[src/rtl/lane_demux_collector.sv]
// Lane demux collector: steers (select, data) writes into LANES lane registers
// and emits the packed word over valid/ready once all lanes are filled or on flush.
module lane_demux_collector #(
    parameter int unsigned W     = 2,
    parameter int unsigned LANES = 4
) (
    input  logic                 clock,
    input  logic                 reset,
    input  logic                 io_in_valid,
    output logic                 io_in_ready,
    input  logic [((LANES > 1) ? $clog2(LANES) : 1)-1:0] io_in_bits_select,
    input  logic [W-1:0]         io_in_bits_data,
    input  logic                 io_flush,
    output logic                 io_out_valid,
    input  logic                 io_out_ready,
    output logic [LANES*W-1:0]   io_out_bits_data,
    output logic [LANES-1:0]     io_out_bits_mask,
    output logic                 io_out_bits_dup
);

    localparam int unsigned SEL_W  = (LANES > 1) ? $clog2(LANES) : 1;
    localparam int unsigned WORD_W = LANES * W;

    typedef enum logic [0:0] {
        COLLECT = 1'b0,
        HOLD    = 1'b1
    } state_e;

    state_e              state_q;
    state_e              state_d;
    logic [WORD_W-1:0]   data_q;
    logic [WORD_W-1:0]   data_d;
    logic [LANES-1:0]    mask_q;
    logic [LANES-1:0]    mask_d;
    logic                dup_q;
    logic                dup_d;
    logic                in_ready_q;
    logic                out_valid_q;
    logic                accept_c;
    logic                lane_hit_c;

    // Next-state and datapath update; accept is applied before the flush decision.
    always_comb begin
        state_d    = state_q;
        data_d     = data_q;
        mask_d     = mask_q;
        dup_d      = dup_q;
        accept_c   = 1'b0;
        lane_hit_c = 1'b0;

        case (state_q)
            COLLECT: begin
                accept_c = io_in_valid && in_ready_q;
                if (accept_c) begin
                    for (int unsigned i = 0; i < LANES; i++) begin
                        if (io_in_bits_select == SEL_W'(i)) begin
                            lane_hit_c          = 1'b1;
                            data_d[i*W +: W]    = io_in_bits_data;
                            mask_d[i]           = 1'b1;
                            if (mask_q[i]) begin
                                dup_d = 1'b1;
                            end
                        end
                    end
                    // Out-of-range select (non-power-of-two LANES) is dropped and flagged.
                    if (!lane_hit_c) begin
                        dup_d = 1'b1;
                    end
                end
                if ((&mask_d) || (io_flush && (|mask_d))) begin
                    state_d = HOLD;
                end
            end

            HOLD: begin
                if (out_valid_q && io_out_ready) begin
                    state_d = COLLECT;
                    data_d  = '0;
                    mask_d  = '0;
                    dup_d   = 1'b0;
                end
            end

            default: begin
                state_d = COLLECT;
                data_d  = '0;
                mask_d  = '0;
                dup_d   = 1'b0;
            end
        endcase
    end

    // State, lane storage and handshake flags; flags mirror the next state so
    // they come straight from flops with no path from the inputs.
    always_ff @(posedge clock) begin
        if (reset) begin
            state_q     <= COLLECT;
            data_q      <= '0;
            mask_q      <= '0;
            dup_q       <= 1'b0;
            in_ready_q  <= 1'b1;
            out_valid_q <= 1'b0;
        end else begin
            state_q     <= state_d;
            data_q      <= data_d;
            mask_q      <= mask_d;
            dup_q       <= dup_d;
            in_ready_q  <= (state_d == COLLECT);
            out_valid_q <= (state_d == HOLD);
        end
    end

    // Outputs are the registers themselves; unwritten lanes stay 0.
    assign io_in_ready      = in_ready_q;
    assign io_out_valid     = out_valid_q;
    assign io_out_bits_data = data_q;
    assign io_out_bits_mask = mask_q;
    assign io_out_bits_dup  = dup_q;

endmodule

[config.mk]
export PLATFORM = sky130hd
export DESIGN_NAME = lane_demux_collector
export DESIGN_NICKNAME = d
export VERILOG_FILES = /design/src/rtl/lane_demux_collector.sv
export SDC_FILE = /design/constraint.sdc
export NUM_CORES = 1
export LEC_CHECK = 0
export BUFFER_PORTS_ARGS = -buffer_cell sky130_fd_sc_hd__clkbuf_2
export CAP_MARGIN = 20
export CORE_UTILIZATION = 50
export DETAILED_ROUTE_END_ITERATION = 16
export GPL_TIMING_DRIVEN = 0
export MAX_ROUTING_LAYER = met4
export PLACE_DENSITY = 0.77
export SLEW_MARGIN = 30
export SYNTH_ARGS = -nofsm -noshare
export SYNTH_HDL_FRONTEND = slang
export SYNTH_SLANG_ARGS = --single-unit
[constraint.sdc]
create_clock -name clock -period 1.85 [get_ports clock]
set_clock_uncertainty 0.1 [all_clocks]
set_input_delay 0.185 -clock clock [delete_from_list [all_inputs] [get_ports clock]]
set_output_delay 0.185 -clock clock [all_outputs]
set_load 0.02 [all_outputs]
==> key figures, run 1 <==
Run status
  – Status: complete, no violations

Logic synthesis
  – Most used flip-flop cell after synthesis: dfxtp_1
  – Adder-Cell Fraction of Synth Area: 0%
  – Number of flops mapped to enable cells by yosys: 0
  – Synth top area share: between 40% and 50%
  – Register area share after synthesis: 43.6%
  – Top-count cell post-synth: dfxtp_1
  – Compound-Gate Fraction of Synth Area: around 20%
  – Post-Syn Nets: 85
  – Post-synthesis mux area share: under 10%
  – Synth area leader: dfxtp_1
  – Yosys Warn Count: 0
  – Post-Synth XOR/XNOR Area: 0%
  – Main combinational cell family by area after synthesis: simple AND/OR/NAND/NOR gates
  – Commonest cells post-synth: 15 x dfxtp_1, 12 x nand2_1, 10 x a21oi_1, 10 x nand3_1, 3 x o21a_1
  – Ys async rst share: 0%
  – Post-Syn Area per Cell: approximately 9.1 µm²
  – Post-synth cell types: 28
  – Number of synthesized register bits: 15
  – Largest cells by area after synthesis: dfxtp_1 44%, a21oi_1 7.3%, nand3_1 7.3%
  – Cell Area, Synth: approximately 690 µm²
  – Synth Area in Simple Gates: between 20% and 30%
  – Gate Count Post-Synth: 76

Routing
  – Via Count: roughly 640
  – Antenna-violating nets left: 0
  – Drc violations: 0
  – TritonRoute pass-1 iters: 4
  – Avg WL per Cell: ~12 µm
  – Met2 wire length: 641 µm
  – Met3 Wirelength: slightly below 70 µm
  – DRT iter0 DRCs: 16
  – DR top layer: met3
  – Vias per cell: about 5.5
  – WL final: 1430 µm
  – DRT met1 WL: approximately 710 µm

Timing
  – Final worst path period need: 1.33 ns
  – Final Hold Vio Count: 0
  – Measured slew at the worst slew-check pin: 0.446 ns
  – Endpoints failing setup: 0
  – RSZ-0062 raised after global routing: false
  – Post-route setup TNS: 0 ns
  – Final period util: between 70% and 80%
  – Rel. slew slack: 70.3%
  – Max Clk Rate: roughly 0.75 GHz
  – Max-slew violation count: 0

Setup path
  – Buf/Inv on CP: 0
  – Top delay family on crit path: simple AND/OR/NAND/NOR gates
  – Critical Path Sink Type: flip-flop
  – Worst Path Arrival: between 1 and 1.5 ns
  – Critical path depth: 4
  – Crit start category: flip-flop
  – Crit-path max FO: 7
  – CP required: between 1.5 and 2 ns
  – Critical path's slowest cell: dfxtp_1
  – Ordered list of cells on the worst path: and3b_1 -> and3_2 -> nand2_1 -> a21oi_1
  – Critical Path Max Stage Delay: around 0.44 ns
  – Reg2Reg Depth: 4
  – Setup CP Type: reg -> reg

Pwr
  – Cell area power density: between 700 and 800 mW/mm²
  – Final Power: 0.664 mW
  – Worst vdd ir: between 400 and 500 µV
  – Leakage power: roughly 0.35 nW

CTS
  – Root buffer cell: clkbuf_4
  – TritonCTS Buffers: 3
  – Post-CTS sizing: 0
  – Max clock buf depth: 2
  – Clock Sinks: 15
  – Setup Buffers After CTS: 0
  – Worst-path clk slew: about 0.090 ns
  – CTS tree: built
  – Htree depth: 1
  – Clk_lat worst skew: 0.28 ns
  – # hold bufs at CTS: 0

GRT
  – GRT Resource Usage Total: a little under a quarter
  – Initial antenna violation count: 0
  – Vias in the first global route: roughly 520
  – First-pass GRT wire length: 2300 µm
  – Grt ovf: 0
  – Largest net degree at the start of global routing: 11

Worst hold path
  – Hold path depth: 3
  – Worst min-delay path class: in -> reg

Floorplanning
  – Num ports: 24
  – Starting Density: between 50% and 60%
  – Core Box Area: roughly 0.0013 mm²
  – Die X: slightly below 40 µm
  – DIE HEIGHT: roughly 40 µm
  – Area of the die: between 0.0015 and 0.002 mm²
  – Cell Rows: 13

Cells and area
  – Footprint of the multi-input gates: about 360 µm²
  – Seq. cell area: around 300 µm²
  – Fill cell count: 112
  – Layout cells sized above 1: between 30% and 40%
  – Ant diodes: 0
  – Area delta synth->final: 23.2%
  – Final #Nets: approximately 110

Place
  – Post-detail-place hpwl: ~1100 µm
  – RePlAce Congestion: slightly below 0.9
  – Port Buf Inserts: 23

Job
  – Max-cap violation count: 0
==> logic make-up after synthesis <==
kind of cell | Yosys count
AOI/OAI and AO/OA | 20
buffers and inverters | 3
DFF | 15
muxes | 1
and+or+nand+nor | 37
==> path summary, 6_finish.rpt <==
path	from	to	slack (ns)
max	io_in_ready	io_out_bits_data[7]	0.52
min reg2reg	io_out_bits_data[0]	io_out_bits_data[0]	0.37
min	io_in_bits_data[1]	io_out_bits_data[1]	0.07
max reg2reg	io_in_ready	io_out_bits_data[7]	0.52
==> flip-flops by register name, summed over array words and instances (netlist names) <==
signal and flops:
io_out_bits_data 8, io_out_valid 1, io_out_bits_mask 4, io_out_bits_dup 1, io_in_ready 1
==> per-stage QoR <==
step                instance area (µm²)  hold slack (ns)  cells  utilization [%]  worst slack, ns
finish                              850           0.0681    118             66.1            0.517
floorplan                           689            0.221     76                -            0.503
CTS                                 850           0.0630    118             66.1            0.526
global route                        850           0.0717    118             66.1            0.388
global placement                    823            0.356    114             64.1            0.547
detailed placement                  823            0.358    114             64.1            0.535
==> power by group <==
group          internal [mW]  switching (mW)
logic                 0.0485          0.0717
clock network         0.0837           0.104
registers              0.339          0.0173
total                  0.471           0.193
==> layout by cell type, fill, tap and decap left out <==
| cell type | count |
|---|---|
| or3_1 | 1 |
| nor2_1 | 1 |
| clkbuf_2 | 23 |
| clkbuf_4 | 3 |
| nand2_1 | 12 |
| nor2b_2 | 1 |
| o31a_1 | 1 |
| a21boi_0 | 1 |
| and3b_1 | 1 |
| buf_6 | 2 |
| nand3b_1 | 2 |
| o21ai_1 | 1 |
| clkbuf_1 | 2 |
| nor4_1 | 1 |
| o21ai_2 | 1 |
| nand4_1 | 1 |
| mux4_2 | 1 |
| a22oi_2 | 2 |
| o31ai_1 | 1 |
| nor3b_1 | 1 |
| and2_1 | 1 |
| nor3_1 | 1 |
| and3_2 | 1 |
| dfxtp_1 | 15 |
| nand3_1 | 10 |
| and4bb_1 | 1 |
| o21a_1 | 3 |
| and4b_1 | 1 |
| or2_1 | 1 |
| a21oi_1 | 10 |
==> routing by layer <==
layer / global-route usage, % / vias up
li1: - / 333
met1: 32.6 / 289
met2: 30.4 / 22
met3: 5.20 / 0
met4: 12.9 / 0
met5: - / -
==> area by class of cell <==
class	count	share of cell area (%)
buffer	3	3.09
clock buffer	4	3.09
multi-input combinational	58	42.7
sequential	15	35.3
tap	15	2.21
timing repair buffer	23	13.5
==> worst reg2reg max path, cell delays in order (launching register included) <==
cell and delay (ns):
dfxtp_1 0.44, and3b_1 0.31, and3_2 0.25, nand2_1 0.06, a21oi_1 0.11
(Power assumes the default switching activity.)
==> run 2: changes to the inputs <==
--- a/config.mk
+++ b/config.mk
@@ -7,11 +7,11 @@
 export LEC_CHECK = 0
 export BUFFER_PORTS_ARGS = -buffer_cell sky130_fd_sc_hd__clkbuf_2
 export CAP_MARGIN = 20
-export CORE_UTILIZATION = 50
+export CORE_UTILIZATION = 42
 export DETAILED_ROUTE_END_ITERATION = 16
 export GPL_TIMING_DRIVEN = 0
 export MAX_ROUTING_LAYER = met4
-export PLACE_DENSITY = 0.77
+export PLACE_DENSITY = 0.69
 export SLEW_MARGIN = 30
 export SYNTH_ARGS = -nofsm -noshare
 export SYNTH_HDL_FRONTEND = slang
==> constraint.sdc (replaced) <==
create_clock -name clock -period 1.13 [get_ports clock]
set_clock_uncertainty 0.1 [all_clocks]
set_input_delay 0.113 -clock clock [delete_from_list [all_inputs] [get_ports clock]]
set_output_delay 0.113 -clock clock [all_outputs]
set_load 0.02 [all_outputs]
==> key figures, run 2 (synthesized netlist as in run 1, its figures left out) <==
Run status
  – Status: finished with violations
  – Failing checks: negative hold slack, negative setup slack

Cells and area
  – Largest register FFs: 8 (unchanged)
  – Fill cell count: 132 (+18%)
  – Commonest non-fill, non-tap cells in the layout: 20 x clkbuf_2, 11 x nand2_1, 9 x dfxtp_1, 8 x nand3_1, 7 x a21oi_1
  – Layout cells sized above 1: 53.2% (+20 points)
  – Area delta synth->final: 46.8%
  – Most common cell after layout, fill and taps aside: clkbuf_2
  – Seq. cell area: 320 µm² (+6.7%)
  – Final #Nets: 119 (+5.3%)
  – Ant diodes: 0 (unchanged)
  – Util after Layout: 66.4% (+0.31 points)
  – Footprint of the multi-input gates: 427 µm² (+18%)
  – Non-Filler Instances: 125 (+5.9%)

Timing
  – Final Hold Vio Count: 1 (+1)
  – RSZ-0062 raised after global routing: true
  – Final worst path period need: 1.27 ns (-0.0681 ns)
  – Rel. slew slack: 68.3% (-2.0 points)
  – Max-slew violation count: 0 (unchanged)
  – Max Clk Rate: 0.790 GHz (+5.4%)
  – Final period util: 112% (+40 points)
  – Setup ws final: -0.135 ns (-0.652 ns)
  – Endpoints failing setup: 13 (+13)
  – Post-route setup TNS: -0.819 ns (-0.819 ns)
  – Hold WS: -0.0235 ns (-0.0916 ns)
  – Measured slew at the worst slew-check pin: 0.476 ns (+0.0300 ns)

Pwr
  – Worst vdd ir: 724 µV (+75%)
  – Final Power: 1.14 mW (+72%)
  – Cell area power density: 1130 mW/mm² (+44%)
  – Pint: 0.820 mW (+74%)
  – Gate power share: 23.5% (+5.4 points)
  – Leakage power: 0.398 nW (+15%)
  – Total net switching power: 0.324 mW (+68%)
  – Seq pwr share: 51.0% (-2.6 points)
  – Sw Ratio: 28.3% (-0.76 points)
  – Clock power share: 25.4% (-2.9 points)

CTS
  – Clk_lat worst skew: 0.27 ns (about the same)
  – CTS tree: built
  – Max clock buf depth: 2 (unchanged)
  – Worst-path clk slew: 0.08 ns (about the same)
  – Clock Sinks: 15 (unchanged)
  – Htree depth: 1 (unchanged)
  – TritonCTS Buffers: 3 (unchanged)
  – Root buffer cell: clkbuf_4

Routing
  – Avg WL per Cell: 12.5 µm (+3.1%)
  – Via Count: 694 (+7.8%)
  – Antenna-violating nets left: 0 (unchanged)
  – TritonRoute pass-1 iters: 4 (unchanged)
  – WL final: 1560 µm (+9.3%)
  – Drc violations: 0 (unchanged)
  – DRT iter0 DRCs: 10 (-6)
  – Vias per cell: 5.55 (+1.7%)

Job
  – Max-cap violation count: 0 (unchanged)

Setup path
  – Critical Path Sink Type: flip-flop
  – Worst Path Arrival: 1.32 ns (-0.13 ns)
  – Worst Setup SP: io_out_valid
  – RR Startpoint: io_out_valid
  – Setup CP Type: reg -> reg
  – CP required: 1.18 ns (-0.78 ns)
  – Crit-path max FO: 3 (-4)
  – Crit start category: flip-flop

Floorplanning
  – Die X: 42.5 µm (+8.7%)
  – Cell Rows: 14 (+1)
  – Num ports: 24 (unchanged)
  – Starting Density: 45.2% (-8.4 points)
  – Area of the die: 0.00181 mm² (+18%)
  – Core Box Area: 0.00152 mm² (+19%)
  – DIE HEIGHT: 42.5 µm (+8.7%)

Worst hold path
  – Hold Startpoint: reset
  – Worst min-delay path class: in -> reg

GRT
  – Largest net degree at the start of global routing: 11 (unchanged)
  – Vias in the first global route: 600 (+15%)
  – First-pass GRT wire length: 2530 µm (+10%)
  – Initial antenna violation count: 0 (unchanged)
  – Grt ovf: 0 (unchanged)
  – GRT Resource Usage Total: 19.5% (-3.8 points)

Place
  – RePlAce Congestion: 0.789 (-11%)
  – Placed Instances: 115 (+0.88%)
  – Port Buf Inserts: 23 (unchanged)
  – Post-detail-place hpwl: 1090 µm (+2.1%)
==> run 2: worst paths after layout <==
check | to | slack, ns | cells after the start
worst max-delay path | io_out_bits_data[1] | -0.14 | 4
worst min register to register | io_out_bits_data[3] | 0.37 | 2
worst min-delay path | io_in_ready | -0.02 | 3
worst max register to register | io_out_bits_data[1] | -0.14 | 4
==> run 2: what timing repair did <==
| item | in CTS | in global routing |
|---|---|---|
| hold buffers | 0 | 1 |
| gates resized for setup | 6 | 19 |
| pin swaps | 9 | 4 |
| hold endpoints to repair | 0 | 1 |
| setup endpoints to repair | 15 | 17 |
| setup buffers | 3 | 2 |
==> run 2: power by group through the flow <==
stage / sequential (mW) / combinational, mW / clock, mW
after floorplan: 0.626 / 0.104 / 0
after global placement: 0.597 / 0.199 / 0
after detailed placement: 0.599 / 0.202 / 0
after CTS: 0.582 / 0.232 / 0.305
after global routing: 0.588 / 0.294 / 0.328
final: 0.583 / 0.269 / 0.291
==> run 2: worst max-delay path: stages, from the launching register on <==
cell	delay [ns]
dfxtp_4	0.35
nand3b_1	0.20
or3_4	0.37
nand3_2	0.08
a21oi_2	0.05
==> run 2: metal layers <==
layer | vias to the layer above | wire [µm] | global-route usage, %
met3 | 2 | 75 | 7.76
met2 | 18 | 744 | 28.3
met1 | 329 | 718 | 23.8
met5 | - | 0 | -
met4 | 0 | 18 | 8.75
li1 | 345 | - | -
==> run 2: layout make-up <==
type | instances | area share [%]
buffer | 3 | 2.60
clock buffer | 4 | 2.60
multi-input combinational | 58 | 42.2
sequential | 15 | 31.6
tap | 16 | 1.98
timing repair buffer | 29 | 19.0
==> run 2: metrics by stage <==
| step | hold slack, ns | worst slack [ns] | area [µm²] |
|---|---|---|---|
| floorplan | 0.149 | -0.110 | 712 |
| global placement | 0.294 | -0.165 | 847 |
| detailed placement | 0.298 | -0.183 | 847 |
| CTS | 0.000981 | -0.159 | 920 |
| global route | -0.000442 | -0.198 | 1010 |
| finish | -0.0235 | -0.135 | 1010 |
==> run 3: changes to the inputs <==
==> constraint.sdc (replaced) <==
create_clock -name clock -period 1.13 [get_ports clock]
set_clock_uncertainty 0.1 [all_clocks]
set_input_delay 0.113 -clock clock [delete_from_list [all_inputs] [get_ports clock]]
set_output_delay 0.113 -clock clock [all_outputs]
set_load 0.05 [all_outputs]
==> key figures, run 3 (synthesized netlist as in run 1, its figures left out) <==
Run status
  – Status: finished with violations
  – Failing checks: negative setup slack

Routing
  – WL final: 1650 µm (+6.1%)
  – Drc violations: 0 (unchanged)
  – Avg WL per Cell: 13.2 µm (+6.1%)
  – TritonRoute pass-1 iters: 4 (unchanged)
  – Via Count: 677 (-2.4%)
  – DRT iter0 DRCs: 14 (+4)
  – Vias per cell: 5.42 (-2.4%)
  – Antenna-violating nets left: 0 (unchanged)

Setup path
  – RR Startpoint: io_out_valid
  – Setup CP Type: reg -> reg
  – Worst Path Arrival: 1.36 ns (+0.04 ns)
  – Reg2reg setup slack: -0.11 ns (+0.02 ns)
  – Critical path's slowest cell: dfxtp_4
  – CP required: 1.25 ns (+0.07 ns)
  – Critical Path Max Stage Delay: 0.35 ns (-0.02 ns)
  – Worst Setup SP: io_out_valid
  – Ordered list of cells on the worst path: nand3b_1 -> nor3_1 -> nand2_1 -> a21oi_1
  – Crit start category: flip-flop
  – FF-to-FF End: io_out_bits_data[0]
  – Reg2Reg Depth: 4 (unchanged)
  – Critical Path Sink Type: flip-flop
  – Worst Setup EP: io_out_bits_data[0]
  – Crit-path max FO: 3 (unchanged)

Pwr
  – Final Power: 1.21 mW (+6.0%)
  – Clock power share: 24.9% (-0.5 points)
  – Sw Ratio: 32.1% (+3.8 points)
  – Seq pwr share: 48.0% (-3.0 points)
  – Worst vdd ir: 794 µV (+9.7%)
  – Gate power share: 27.1% (+3.6 points)
  – Pint: 0.823 mW (+0.43%)
  – Leakage power: 0.401 nW (+0.67%)
  – Total net switching power: 0.389 mW (+20%)
  – Cell area power density: 1200 mW/mm² (+6.7%)

Cells and area
  – Commonest non-fill, non-tap cells in the layout: 11 x nand2_1, 10 x nand3_1, 10 x a21oi_1, 9 x dfxtp_1
  – Largest register FFs: 8 (unchanged)
  – Util after Layout: 66.0% (-0.41 points)
  – Seq. cell area: 323 µm² (+0.78%)
  – Most common cell after layout, fill and taps aside: nand2_1
  – Non-Filler Instances: 125 (unchanged)
  – Layout cells sized above 1: 45.9% (-7.3 points)
  – Area delta synth->final: 45.9%
  – Ant diodes: 0 (unchanged)
  – Footprint of the multi-input gates: 395 µm² (-7.3%)
  – Final #Nets: 119 (unchanged)
  – Fill cell count: 130 (-1.5%)

CTS
  – Clk_lat worst skew: 0.28 ns (about the same)
  – Clock Sinks: 15 (unchanged)
  – Htree depth: 1 (unchanged)
  – TritonCTS Buffers: 3 (unchanged)
  – Root buffer cell: clkbuf_4
  – Max clock buf depth: 2 (unchanged)
  – Worst-path clk slew: 0.08 ns (about the same)
  – CTS tree: built

Timing
  – Measured slew at the worst slew-check pin: 0.423 ns (-0.0527 ns)
  – Endpoints failing setup: 14 (+1)
  – RSZ-0062 raised after global routing: true
  – Final period util: 110% (-1.8 points)
  – Hold WS: 0.0235 ns (+0.0470 ns)
  – Final worst path period need: 1.24 ns (-0.0203 ns)
  – Rel. slew slack: 71.8% (+3.5 points)
  – Final Hold Vio Count: 0 (-1)
  – Max Clk Rate: 0.803 GHz (+1.6%)
  – Setup ws final: -0.115 ns (+0.0203 ns)
  – Max-slew violation count: 0 (unchanged)

GRT
  – Grt ovf: 0 (unchanged)
  – Largest net degree at the start of global routing: 11 (unchanged)
  – First-pass GRT wire length: 2730 µm (+7.9%)
  – Initial antenna violation count: 0 (unchanged)
  – Vias in the first global route: 623 (+3.8%)
  – GRT Resource Usage Total: 21.1% (+1.6 points)

Job
  – Max-cap violation count: 0 (unchanged)

Floorplanning
  – Core Box Area: 0.00152 mm² (unchanged)
  – Cell Rows: 14 (unchanged)
  – Die X: 42.5 µm (unchanged)
  – DIE HEIGHT: 42.5 µm (unchanged)
  – Num ports: 24 (unchanged)
  – Starting Density: 45.2% (unchanged)
  – Area of the die: 0.00181 mm² (unchanged)

Place
  – Setup WS pre-CTS: -0.144 ns (+0.0390 ns)
  – Post-detail-place hpwl: 1100 µm (+1.3%)
  – Port Buf Inserts: 23 (unchanged)
  – Placed Instances: 115 (unchanged)
  – RePlAce Congestion: 0.812 (+2.8%)

Worst hold path
  – Worst min-delay path class: in -> reg
-- run 3: cell types whose count changed in the layout (fill, tap and decap cells not counted), moves of 4 or more --
cell,previous run,this run
buf_2,0,4
buf_4,3,7
clkbuf_4,3,8
clkbuf_2,20,8
-- run 3: power groups by stage --
stage               Clock (mW)  Sequential, mW  Combinational, mW
floorplan                    0           0.682              0.105
global placement             0           0.593              0.260
detailed placement           0           0.594              0.262
CTS                      0.314           0.581              0.316
global route             0.334           0.587              0.351
finish                   0.302           0.581              0.329
-- run 3: worst max-delay path, delay by kind of cell (launching register included) --
| kind | cells | cell delay, ns |
|---|---|---|
| DFF | 1 | 0.35 |
| AOI/OAI and AO/OA | 1 | 0.14 |
| and+or+nand+nor | 3 | 0.60 |
-- run 3: area by class of cell --
class	instances	share of cell area, %
Clock buffer	4	2.61
Buffer	3	2.61
Multi-Input combinational cell	58	39.3
Sequential cell	15	32.1
Timing Repair Buffer	29	21.4
Tap cell	16	1.99
-- run 3: timing repair --
item / 4_1_cts / 5_1_grt
endpoints found under the hold margin: 3 / 0
pin swaps: 6 / 1
resized for setup: 12 / 19
setup buffers: 4 / 0
endpoints found under the setup margin: 21 / 28
hold buffers: 2 / 0
-- run 3: worst min-delay path by stage --
stage / depth (start not counted) / end / from / slack, ns
after floorplan: 2 / io_out_bits_data[0] / io_in_bits_data[0] / 0.15
after global placement: 3 / io_out_bits_data[0] / io_in_bits_data[0] / 0.29
after detailed placement: 3 / io_out_bits_data[0] / io_in_bits_data[0] / 0.30
after CTS: 3 / io_in_ready / reset / 0.008
after global routing: 3 / io_in_ready / reset / 0.04
final: 3 / io_in_ready / reset / 0.02
-- run 3: stage by stage --
stage                     instance area (µm²)  TNS (ns)
after global routing                     1010     -2.12
after floorplan                           719     -1.20
after global placement                    855    -0.862
final                                    1010    -0.912
after detailed placement                  855    -0.984
after CTS                                 988    -0.981
-- run 3: routing by layer --
metal | vias to the layer above | part of all wire [%] | global-route usage, %
met5 | - | 0 | -
met3 | 4 | 4.3 | 7.76
met1 | 308 | 44 | 24.3
li1 | 349 | - | -
met2 | 16 | 50 | 33.8
met4 | 0 | 1.4 | 7.50
